$ cat src/rtl/hex_display_scanner.sv
// hex_display_scanner: 8-digit multiplexed common-anode seven-segment driver.
// Double-buffers the printed value so the visible number only changes on
// frame boundaries, with optional leading-zero blanking and a sticky halt
// indicator on the decimal point of digit 0.
module hex_display_scanner #(
  parameter int SCAN_DIV = 50000
) (
  input  logic        clk,
  input  logic        rst_n,
  input  logic        load,
  input  logic [31:0] data_in,
  input  logic        halt_in,
  input  logic        blank_lz,
  output logic [7:0]  an_n,
  output logic [6:0]  seg_n,
  output logic        dp_n,
  output logic        frame_done,
  output logic        halted
);

  localparam int CW = (SCAN_DIV > 2) ? $clog2(SCAN_DIV) : 1;
  localparam logic [CW-1:0] DIV_LAST = CW'(SCAN_DIV - 1);

  logic [CW-1:0] div_cnt_q, div_cnt_d;
  logic [2:0]    idx_q, idx_d;
  logic [31:0]   disp_q, disp_d;
  logic [31:0]   pend_q, pend_d;
  logic          pend_v_q, pend_v_d;
  logic          halted_q, halted_d;
  logic [7:0]    an_n_q, an_n_d;
  logic [6:0]    seg_n_q, seg_n_d;
  logic          dp_n_q, dp_n_d;
  logic          frame_done_q, frame_done_d;

  logic          tick;
  logic          boundary;
  logic [31:0]   disp_shifted;
  logic [3:0]    nibble;
  logic          blank;

  // Active-low hex font, segment order {g,f,e,d,c,b,a}.
  function automatic logic [6:0] hex_font(input logic [3:0] v);
    logic [6:0] s;
    case (v)
      4'h0: s = 7'h40;
      4'h1: s = 7'h79;
      4'h2: s = 7'h24;
      4'h3: s = 7'h30;
      4'h4: s = 7'h19;
      4'h5: s = 7'h12;
      4'h6: s = 7'h02;
      4'h7: s = 7'h78;
      4'h8: s = 7'h00;
      4'h9: s = 7'h10;
      4'hA: s = 7'h08;
      4'hB: s = 7'h03;
      4'hC: s = 7'h46;
      4'hD: s = 7'h21;
      4'hE: s = 7'h06;
      default: s = 7'h0E;
    endcase
    return s;
  endfunction

  assign tick     = (div_cnt_q == DIV_LAST);
  assign boundary = tick && (idx_q == 3'd7);

  // Next-state logic: divider, scan index, capture/commit, halt and outputs.
  always_comb begin
    div_cnt_d    = tick ? '0 : div_cnt_q + CW'(1);
    idx_d        = tick ? idx_q + 3'd1 : idx_q;
    disp_d       = disp_q;
    pend_d       = pend_q;
    pend_v_d     = pend_v_q;
    halted_d     = halted_q | halt_in;
    an_n_d       = an_n_q;
    seg_n_d      = seg_n_q;
    dp_n_d       = dp_n_q;
    frame_done_d = boundary;

    // A load on the boundary bypasses straight to the display; otherwise it
    // parks in the pending buffer, last write winning.
    if (boundary) begin
      pend_v_d = 1'b0;
      if (load) begin
        disp_d = data_in;
      end else if (pend_v_q) begin
        disp_d = pend_q;
      end
    end else if (load) begin
      pend_d   = data_in;
      pend_v_d = 1'b1;
    end

    // Outputs look at the post-commit value so digit 0 shows a fresh commit.
    disp_shifted = disp_d >> {idx_d, 2'b00};
    nibble       = disp_shifted[3:0];
    blank        = blank_lz && (idx_d != 3'd0) && (disp_shifted == 32'd0);

    if (tick) begin
      an_n_d  = ~(8'b0000_0001 << idx_d);
      seg_n_d = blank ? 7'h7F : hex_font(nibble);
      dp_n_d  = !((idx_d == 3'd0) && halted_d);
    end
  end

  // State registers with asynchronous active-low reset.
  always_ff @(posedge clk or negedge rst_n) begin
    if (!rst_n) begin
      div_cnt_q    <= '0;
      idx_q        <= 3'd7;
      disp_q       <= 32'd0;
      pend_q       <= 32'd0;
      pend_v_q     <= 1'b0;
      halted_q     <= 1'b0;
      an_n_q       <= 8'hFF;
      seg_n_q      <= 7'h7F;
      dp_n_q       <= 1'b1;
      frame_done_q <= 1'b0;
    end else begin
      div_cnt_q    <= div_cnt_d;
      idx_q        <= idx_d;
      disp_q       <= disp_d;
      pend_q       <= pend_d;
      pend_v_q     <= pend_v_d;
      halted_q     <= halted_d;
      an_n_q       <= an_n_d;
      seg_n_q      <= seg_n_d;
      dp_n_q       <= dp_n_d;
      frame_done_q <= frame_done_d;
    end
  end

  assign an_n       = an_n_q;
  assign seg_n      = seg_n_q;
  assign dp_n       = dp_n_q;
  assign frame_done = frame_done_q;
  assign halted     = halted_q;

endmodule

$ cat config.mk
export PLATFORM = sky130hd
export DESIGN_NAME = hex_display_scanner
export DESIGN_NICKNAME = d
export VERILOG_FILES = /design/src/rtl/hex_display_scanner.sv
export SDC_FILE = /design/constraint.sdc
export NUM_CORES = 1
export LEC_CHECK = 0
export ABC_CLOCK_PERIOD_IN_PS = 3780
export CORE_MARGIN = 8
export CORE_UTILIZATION = 54
export CTS_BUF_LIST = sky130_fd_sc_hd__clkbuf_2 sky130_fd_sc_hd__clkbuf_4 sky130_fd_sc_hd__clkbuf_8
export DETAILED_ROUTE_END_ITERATION = 16
export PLACE_DENSITY = 0.86
export SLEW_MARGIN = 20
export SYNTH_ARGS = -nofsm -noshare
export SYNTH_HDL_FRONTEND = slang
export SYNTH_SLANG_ARGS = --single-unit
$ cat constraint.sdc
create_clock -name clk -period 3.78 [get_ports clk]
set_input_delay 0.756 -clock clk [delete_from_list [all_inputs] [get_ports clk]]
set_output_delay 0.756 -clock clk [all_outputs]
set_load 0.05 [all_outputs]
==> impl_metrics.ini <==
[run_status]
status = finished clean

[clock_network]
cts.htree.levels = 3
cts_root_buffer = clkbuf_8
cts_buffers = 9
insertion_delay_ps = 390
clk_path_buf_depth = 2
cts.hold.buffers_added = 0
cts_tree = yes
clock_sinks = 102
path_clk_slew_ps = 100

[yosys]
synth_nets = 614
avgSynthCellArea_um2 = 9.95
synth_cell_types = 58
synthArstFlopShare_pct = 100
synthFlopType = dfrtp_1
synth_seq_area_share_pct = 45.6
synth_cells = 568
synth-edff-count = 0
ys_ff_latch = 102
syn_area_um2 = 5650
ys.warnings.count = 0

[placement]
dp_hpwl_um = 10400
gp_congestion = 1.00
port_buffers = 54

[power]
fin_total_pwr_mw = 1.97
ir_drop_mv = 0.297
power_density_nw_per_um2 = 282
p_leak_nw = 2.96

[run]
maxCapViolCount = 0

[layout]
final_cell_mix = dfrtp_1, clkdlybuf4s50_1, buf_4
regArea_um2 = 2580
antennaDiodeCount = 0
mostFrequentLayoutCell = dfrtp_1
drive_above_1_share_pct = 26.4
fillers = 719
multi_input_area_um2 = 3040
areaGrowthSynthToFinish_pct = 24.0
nNetsFinal = 699

[critical_path]
crit_path_start_kind = flop
required_ps = 4090
path_max_fanout = 13
cp.arrival_ps = 4020
end_kind = flop
worst-setup-path-type = reg2reg

[die]
core_area_um2 = 10200
rows = 37
initial_core_util_pct = 55.2
dieArea_um2 = 14000
ioPinCount = 55
die_h_um = 118
dieWidth_um = 118

[route]
route.vias.total = 4964
drtPass1Iterations = 5
avgRoutedWirePerCell_um = 19.0
drt_iter0_markers = 518
vias_per_cell = 6.25
postRouteWirelength_um = 15100
post-route-drc-count = 0
antenna_left = 0

[sta]
finalSetupViolCount = 0
fin_setup_tns_ps = 0
period_minus_slack_ps = 3710
hold_viol = 0
slew_viol_final = 0
relSlewSlack_pct = 46.0
skew_ps = 14.6
worst_slew_pin_slew_ps = 810
fmax_mhz = 269
rsz0062_at_grt = yes
fin_crit_sh_pct = 98.2

[global_routing]
grtUsageTotal_pct = 20.8
grt_pass1_vias = 4903
antenna_found_initial = 0
grt_max_degree = 91
gr-total-overflow = 0
grt_first_pass_wirelength_um = 24100

[hold_path]
hold_path.class = in2async
==> path summary, 6_finish.rpt <==
check,start,end,slack [ps],depth (start not counted)
max in group asynchronous,rst_n,pend_q[22],2640,2
worst max register to register,idx_q[0],seg_n[5],70,16
min in group clk,halted,halted,490,1
worst min-delay path,rst_n,pend_q[12],410,1
worst min register to register,halted,halted,490,1
worst max-delay path,idx_q[0],seg_n[5],70,16
==> critical path, stage by stage (launching register included) <==
cell and delay (ps):
dfstp_2 580, ha_4 150, ha_4 120, nand4_1 130
or4_4 630, buf_8 190, nand2_1 90, nand3_2 130
mux2_2 310, nor3_2 140, a211oi_2 70, inv_2 100
ha_4 130, o211ai_1 110, a211oi_2 300, o2111ai_4 230
a31oi_1 220
==> logic make-up (layout without fill, tap and decap cells) <==
kind of cell,after synthesis,in the layout,share of synthesized area [%]
simple gates,213,213,18.8
fa+ha+maj,9,9,1.99
mux,65,65,12.7
compound gates,116,117,14.5
buf+inv,47,136,3.85
flops,102,102,45.6
xor+xnor,16,16,2.61
==> repair_timing <==
item | 4_1_cts | 5_1_grt
buffers inserted | 1 | 10
endpoints found under the setup margin | 7 | 7
resized for setup | 4 | 33
cloned | 0 | 1
pin swaps | 2 | 21
==> synthesized netlist by cell type, drive strengths merged (2+ instances only) <==
cell type   n  share of area (%)
o211ai      2               0.35
or3         7               0.78
nand3      47                4.2
a22oi       9                1.3
inv        10               0.66
dfrtp      83                 37
clkbuf     20                1.3
a32o        2               0.35
nand2      53                3.5
or4         2               0.27
a21oi      23                2.0
nor3       15                1.4
and2        5               0.55
and3        6               0.66
o21ai      22                1.9
o21a        4               0.53
nor2       47                3.1
nand4       6               0.66
o211a       3               0.53
a31oi      12                1.3
nor4        7                1.2
nand4bb     3               0.60
mux2i      22                4.1
nor2b       7               0.78
xor2        8                1.2
nor3b       3               0.40
ha          9                2.0
dfstp      19                8.8
xnor2       8                1.4
nand4b      2               0.31
a32oi      20                3.1
a211oi      7                1.0
mux2       43                8.6
a211o       3               0.47
buf        17                1.9
a2111oi     2               0.31
==> metrics by stage <==
stage	setup WS (ps)	area [um2]	utilization, %	std cells	hold WS, ps
after floorplan	83.3	5650	-	568	425
after global placement	39.9	6560	64.1	766	438
after detailed placement	-97.2	6560	64.1	766	451
after CTS	2.20	6770	66.1	783	475
after global routing	-189	7010	68.5	794	463
final	67.3	7010	68.5	794	408
==> sequential cells by signal, indices dropped and copies added, names as in the netlist <==
| signal | flops |
|---|---|
| disp_q | 32 |
| an_n | 8 |
| seg_n | 7 |
| idx_q | 3 |
| dp_n | 1 |
| frame_done | 1 |
| pend_q | 32 |
| halted | 1 |
| pend_v_q | 1 |
| div_cnt_q | 16 |
==> report_power, final <==
group | leakage [nW] | internal (mW) | total [mW] | switching, mW
logic | 1.73 | 0.0958 | 0.182 | 0.0858
clock network | 0.0844 | 0.250 | 0.639 | 0.389
registers | 1.15 | 1.13 | 1.15 | 0.0245
==> area by class of cell <==
type,count,share of cell area [%]
clock buffer,10,1.88
inverter,10,0.536
clock inverter,6,0.643
tap,136,2.43
sequential,102,36.8
timing repair buffer,110,14.3
multi-input combinational,420,43.4
==> layer usage <==
| metal | vias to the layer above | track usage, % | wire length, um |
|---|---|---|---|
| li1 | 2258 | - | - |
| met1 | 2461 | 25.2 | 6060 |
| met2 | 215 | 34.9 | 7690 |
| met3 | 30 | 5.90 | 1010 |
| met4 | 0 | 6.73 | 298 |
| met5 | - | 0 | 0 |
(Power assumes the default switching activity.)
